File: src/rtl/spi_xfer_sched.sv
// Two-requester SPI transfer scheduler. Arbitrates round-robin between two
// byte-transfer requesters and sequences the SPI controller's SFR bus for the
// winner: CR1 and BR writes, slave select, DR1 write, status polling,
// DR2 read, then an ack (or an err on timeout) back to that requester.
//
// Ports
//   clk, rst_n              clock, synchronous active-low reset
//   req0/1, tx0/1, ss0/1    request level, TX byte, slave index per requester
//   ack0/1, err0/1          one-cycle completion / timeout pulses
//   rx0/1                   received byte, held until the next ack
//   sfraddr_w, sfrwe,
//   spidata_o               SFR write port (0=CR1, 1=CR2, 2=BR, 3=DR1)
//   sfraddr_r, sfr_data_i   SFR read port (3=status, 5=DR2), one-cycle read latency
//   spssn_o                 active-low slave selects
//   busy                    high whenever a transfer is in progress
module spi_xfer_sched #(
  parameter logic [7:0]      CR1_VAL = 8'h10,
  parameter logic [7:0]      BR_VAL  = 8'h02,
  parameter int unsigned     TO_W    = 12,
  parameter logic [TO_W-1:0] TO_MAX  = TO_W'(12'hFFF)
) (
  input  logic       clk,
  input  logic       rst_n,
  input  logic       req0,
  input  logic [7:0] tx0,
  input  logic [2:0] ss0,
  output logic       ack0,
  output logic       err0,
  output logic [7:0] rx0,
  input  logic       req1,
  input  logic [7:0] tx1,
  input  logic [2:0] ss1,
  output logic       ack1,
  output logic       err1,
  output logic [7:0] rx1,
  output logic [1:0] sfraddr_w,
  output logic       sfrwe,
  output logic [7:0] spidata_o,
  output logic [2:0] sfraddr_r,
  input  logic [7:0] sfr_data_i,
  output logic [7:0] spssn_o,
  output logic       busy
);

  localparam logic [1:0] A_CR1    = 2'd0;
  localparam logic [1:0] A_BR     = 2'd2;
  localparam logic [1:0] A_DR1    = 2'd3;
  localparam logic [2:0] A_STATUS = 3'd3;
  localparam logic [2:0] A_DR2    = 3'd5;

  typedef enum logic [3:0] {
    S_IDLE, S_W_CR1, S_W_BR, S_SEL, S_W_DR,
    S_WAIT_CLR, S_WAIT_DONE, S_RD_ADDR, S_RD_CAP, S_RESP
  } state_t;

  state_t          r_state;
  logic            r_rr;
  logic            r_gnt;
  logic [7:0]      r_tx;
  logic [2:0]      r_ss;
  logic [TO_W-1:0] r_to;

  logic w_both;
  logic w_pick;
  logic w_to_hit;

  // Contention resolves by the rr pointer; otherwise the lone requester wins.
  assign w_both   = req0 & req1;
  assign w_pick   = w_both ? r_rr : req1;
  // Last cycle of the wait budget: the abort is registered, so the err pulse
  // lands TO_MAX cycles after entering the wait state.
  assign w_to_hit = (r_to == TO_MAX - TO_W'(1));

  // Sequencer with all outputs registered.
  always_ff @(posedge clk) begin
    if (!rst_n) begin
      r_state   <= S_IDLE;
      r_rr      <= 1'b0;
      r_gnt     <= 1'b0;
      r_tx      <= 8'h00;
      r_ss      <= 3'd0;
      r_to      <= '0;
      ack0      <= 1'b0;
      ack1      <= 1'b0;
      err0      <= 1'b0;
      err1      <= 1'b0;
      rx0       <= 8'h00;
      rx1       <= 8'h00;
      sfrwe     <= 1'b0;
      sfraddr_w <= A_CR1;
      spidata_o <= 8'h00;
      sfraddr_r <= A_STATUS;
      spssn_o   <= 8'hFF;
      busy      <= 1'b0;
    end else begin
      ack0  <= 1'b0;
      ack1  <= 1'b0;
      err0  <= 1'b0;
      err1  <= 1'b0;
      sfrwe <= 1'b0;
      case (r_state)
        S_IDLE: begin
          if (req0 | req1) begin
            r_gnt     <= w_pick;
            r_tx      <= w_pick ? tx1 : tx0;
            r_ss      <= w_pick ? ss1 : ss0;
            if (w_both) r_rr <= ~r_rr;
            sfrwe     <= 1'b1;
            sfraddr_w <= A_CR1;
            spidata_o <= CR1_VAL;
            busy      <= 1'b1;
            r_state   <= S_W_CR1;
          end
        end
        S_W_CR1: begin
          sfrwe     <= 1'b1;
          sfraddr_w <= A_BR;
          spidata_o <= BR_VAL;
          r_state   <= S_W_BR;
        end
        S_W_BR: begin
          spssn_o <= ~(8'b1 << r_ss);
          r_state <= S_SEL;
        end
        S_SEL: begin
          // DR1 write kicks off the shift in the SPI block.
          sfrwe     <= 1'b1;
          sfraddr_w <= A_DR1;
          spidata_o <= r_tx;
          r_state   <= S_W_DR;
        end
        S_W_DR: begin
          sfraddr_r <= A_STATUS;
          r_to      <= '0;
          r_state   <= S_WAIT_CLR;
        end
        S_WAIT_CLR, S_WAIT_DONE: begin
          // First wait out a stale done flag, then wait for the new one.
          if (r_state == S_WAIT_CLR && !sfr_data_i[0]) begin
            r_to    <= '0;
            r_state <= S_WAIT_DONE;
          end else if (r_state == S_WAIT_DONE && sfr_data_i[0]) begin
            sfraddr_r <= A_DR2;
            r_state   <= S_RD_ADDR;
          end else if (w_to_hit) begin
            err0    <= ~r_gnt;
            err1    <= r_gnt;
            spssn_o <= 8'hFF;
            busy    <= 1'b0;
            r_to    <= '0;
            r_state <= S_IDLE;
          end else begin
            r_to <= r_to + TO_W'(1);
          end
        end
        S_RD_ADDR: begin
          r_state <= S_RD_CAP;
        end
        S_RD_CAP: begin
          // Read data lags the address by one cycle, so DR2 is valid here.
          if (r_gnt) rx1 <= sfr_data_i;
          else       rx0 <= sfr_data_i;
          ack0      <= ~r_gnt;
          ack1      <= r_gnt;
          spssn_o   <= 8'hFF;
          sfraddr_r <= A_STATUS;
          r_state   <= S_RESP;
        end
        S_RESP: begin
          busy    <= 1'b0;
          r_state <= S_IDLE;
        end
        default: begin
          r_state <= S_IDLE;
        end
      endcase
    end
  end

endmodule

File: config.mk
export PLATFORM = sky130hd
export DESIGN_NAME = spi_xfer_sched
export DESIGN_NICKNAME = d
export VERILOG_FILES = /design/src/rtl/spi_xfer_sched.sv
export SDC_FILE = /design/constraint.sdc
export NUM_CORES = 1
export LEC_CHECK = 0
export ABC_AREA = 1
export CORE_ASPECT_RATIO = 0.6
export CORE_UTILIZATION = 29
export DETAILED_ROUTE_END_ITERATION = 10
export SLEW_MARGIN = 10
export SYNTH_ARGS = -nofsm -noshare
export SYNTH_HDL_FRONTEND = slang
export SYNTH_SLANG_ARGS = --single-unit
File: constraint.sdc
create_clock -name clk -period 4.8 [get_ports clk]
set_clock_uncertainty 0.15 [all_clocks]
set_input_delay 0.48 -clock clk [delete_from_list [all_inputs] [get_ports clk]]
set_output_delay 0.48 -clock clk [all_outputs]
set_load 0.01 [all_outputs]
==> results by group <==
Timing
  – Max frequency: roughly 400 MHz
  – Fin. Hold Viols: 0
  – Setup violators final: 0
  – RSZ-0062 raised after global routing: no
  – Setup WS post-layout: between 2 and 2.5 ns
  – Fin Hold WS: roughly 0.31 ns
  – Max Slew Vio Count: 0
  – Period minus WS final: ~2.5 ns
  – Period utilization: between 50% and 60%
  – TNS Setup: 0 ns
  – Worst-margin pin slew: approximately 1 ns
  – Max-slew headroom: between 30% and 40%

Cells and area
  – Area added between synthesis and finish: 35.9%
  – Final-stage net count: 561
  – Fill cells: about 1100
  – ANT cells: 0
  – Share of post-route cells with drive strength above 1: under 10%
  – Post-layout util: just over 40%

Hold path
  – Hold wc startpoint: busy$_SDFFE_PN0P_
  – Worst Hold Class: reg2reg

Flow run
  – Maxcap violations: 0

Clock tree
  – Clk pin slew, worst setup/hold paths: 0.06 ns
  – Hold Buf Count CTS: 0
  – Htree depth: 3
  – Clk Latency, worst-skew pair: 0.33 ns
  – CTS tree: yes
  – Post-CTS resize count: 0
  – Setup Buffers After CTS: 0
  – Clock root buffer: clkbuf_16
  – Clock Sinks: 71
  – Num CTS Buffers: 9
  – Maximum clock insertion buffer count: 2

Yosys
  – Commonest cells post-synth: 101 x nand2_1, 71 x dfxtp_1, 58 x nand3_1
  – Synthesized flop and latch total: 71
  – Cells after synthesis: 456
  – Synth top area share: ~44%
  – Synth Warn #: 0
  – Synth unique cells: 29
  – Post-synthesis area per instance: approximately 7 sq um
  – Synth area leaders: dfxtp_1 44%, nand2_1 12%, nand3_1 9.1%
  – Synth Cell Area: between 3000 and 4000 sq um
  – Most frequent cell after synthesis: nand2_1
  – Post-synth EDFFs: 0
  – Dominant cell type by area after synthesis: dfxtp_1
  – Commonest register cell after synthesis: dfxtp_1
  – Asr flop ratio synth: 0%
  – Syn Nets: 492
  – Sequential share of the synthesized area: 44.3%

Floorplan
  – Core ar.: around 11000 sq um
  – Die Y-Extent: roughly 83 microns
  – Die width: approximately 140 microns
  – Starting density of the core: 30.1%
  – Cell row count: 29
  – I/O Pins: between 70 and 80
  – Die area: 11500 sq um

Power and ir drop
  – Switching power: around 0.77 mW
  – Combinational Power Share: approximately a third
  – Internal: between 1 and 1.5 mW
  – Clock network power share: between 30% and 40%
  – Total power: ~2.2 mW
  – Maximum vdd drop: 0.000260 V
  – Leak Pwr: 1.72 nW
  – Sequential share of power: 36.3%
  – Pwr/cell area: 495 nW/um^2
  – Switching Share: a little over a third

Place
  – PortBufs: 75
  – Detailed Place HPWL: 6.32 mm
  – GP Congestion: 0.879
  – Placement Setup Slack: 2.02 ns

Worst setup path
  – Crit path kind: reg2reg
  – CP Capture Type: flip-flop
  – Worst path arrival time: 2.57 ns
  – CP Max Fanout: 27
  – Reg2Reg Setup Slack: about 2.3 ns
  – Startpoint types: flip-flop
  – Required time of the worst setup path: between 4 and 5 ns
  – Setup crit start: r_state[3]$_SDFFE_PN0P_
  – RR Startpoint: r_state[3]$_SDFFE_PN0P_

Global routing
  – GRT Util Overall: 15.7%
  – Pin count of the biggest net entering global routing: 44
  – First-pass GRT wire length: roughly 14 mm
  – Vias in the first global route: 2866
  – Initial antenna violation count: 0
  – Gr ovfl total: 0

Detailed routing
  – Post-DR wirelength/cell: roughly 13 microns
  – DRT Pass-1 Iters: 5
  – Total number of vias: 3183
  – DRC viols: 0
  – Final wirelength: around 8.6 mm
  – Post-DRT Antenna Nets: 0
  – Initial DRC count: 225
  – DR vias/cell: ~4.8

Outcome
  – Status: finished, final reports clean
[cell families (layout without fill, tap and decap cells)]
kind of cell,count (synthesis),count (layout),synth area share (%)
flops,71,71,44.3
fa+ha+maj,2,2,0.780
compound gates,74,74,11.9
other cells,1,1,0.117
simple gates,247,247,35.2
buf+inv,61,135,7.76
[layout make-up]
type	count	area, sq um	area share (%)
multi-input cells	324	1540	35.2
flip-flops and latches	71	1420	32.6
repair buffers	76	758	17.4
clock buffers	10	239	5.48
well taps	139	174	3.99
inverters	43	161	3.70
clock inverters	6	68.8	1.58
[critical path, stage by stage, from the launching register on]
cell and delay (ns):
dfxtp_1 0.34, nor2_1 0.56, inv_1 0.17, nor2_2 0.21, o21ai_2 0.30, nand2_1 0.19
clkinv_1 0.25, nand2_1 0.13, a21oi_1 0.07
[layout by cell type (no fill, tap or decap), types with 2 or more instances in the layout]
cell type / n
nor3_1: 2
o21ai_0: 17
o21ai_1: 2
nand2_4: 2
a21oi_1: 52
nand2_2: 3
nand3_1: 58
ha_1: 2
nor2_1: 54
inv_2: 3
nor4_1: 2
nand4_1: 12
nand3_2: 2
clkinv_4: 2
nor2_2: 5
clkbuf_16: 9
nand3b_1: 3
nand2_1: 101
clkdlybuf4s50_1: 75
inv_1: 39
nor2_4: 2
dfxtp_1: 71
[through the flow]
step | instance area [sq um] | std cells
2_1_floorplan | 3210 | 456
6_report | 4360 | 669
4_1_cts | 4360 | 669
3_5_place_dp | 4050 | 653
5_1_grt | 4360 | 669
3_3_place_gp | 4050 | 653
[state kept, by name, indices dropped and copies added (netlist names), 2 cells and up]
signal,count
r_ss,3
r_to,12
r_state,4
r_tx,8
spssn_o,8
sfraddr_w,2
spidata_o,8
sfraddr_r,2
rx1,8
rx0,8
[per-layer routing]
| metal | vias up | wire length (microns) | GRT usage (%) |
|---|---|---|---|
| li1 | 1634 | - | - |
| met1 | 1445 | 4470 | 23.6 |
| met2 | 95 | 3390 | 20.8 |
| met3 | 9 | 667 | 5.16 |
| met4 | 0 | 89 | 4.64 |
| met5 | - | 0 | 0 |
[power groups by stage]
stage | registers (mW) | clock network (mW) | logic, mW
6_report | 0.784 | 0.677 | 0.698
5_1_grt | 0.803 | 0.724 | 0.791
4_1_cts | 0.785 | 0.696 | 0.700
3_5_place_dp | 0.796 | 0 | 0.694
3_3_place_gp | 0.795 | 0 | 0.684
2_1_floorplan | 0.796 | 0 | 0.454
[final timing paths]
| kind | to | cells past startpoint |
|---|---|---|
| min | busy$_SDFFE_PN0P_ | 2 |
| max reg2reg | spidata_o[0]$_SDFFE_PN0P_ | 8 |
| max | spidata_o[0]$_SDFFE_PN0P_ | 8 |
| min reg2reg | busy$_SDFFE_PN0P_ | 2 |
No activity file was read; power rests on OpenSTA's default activity.
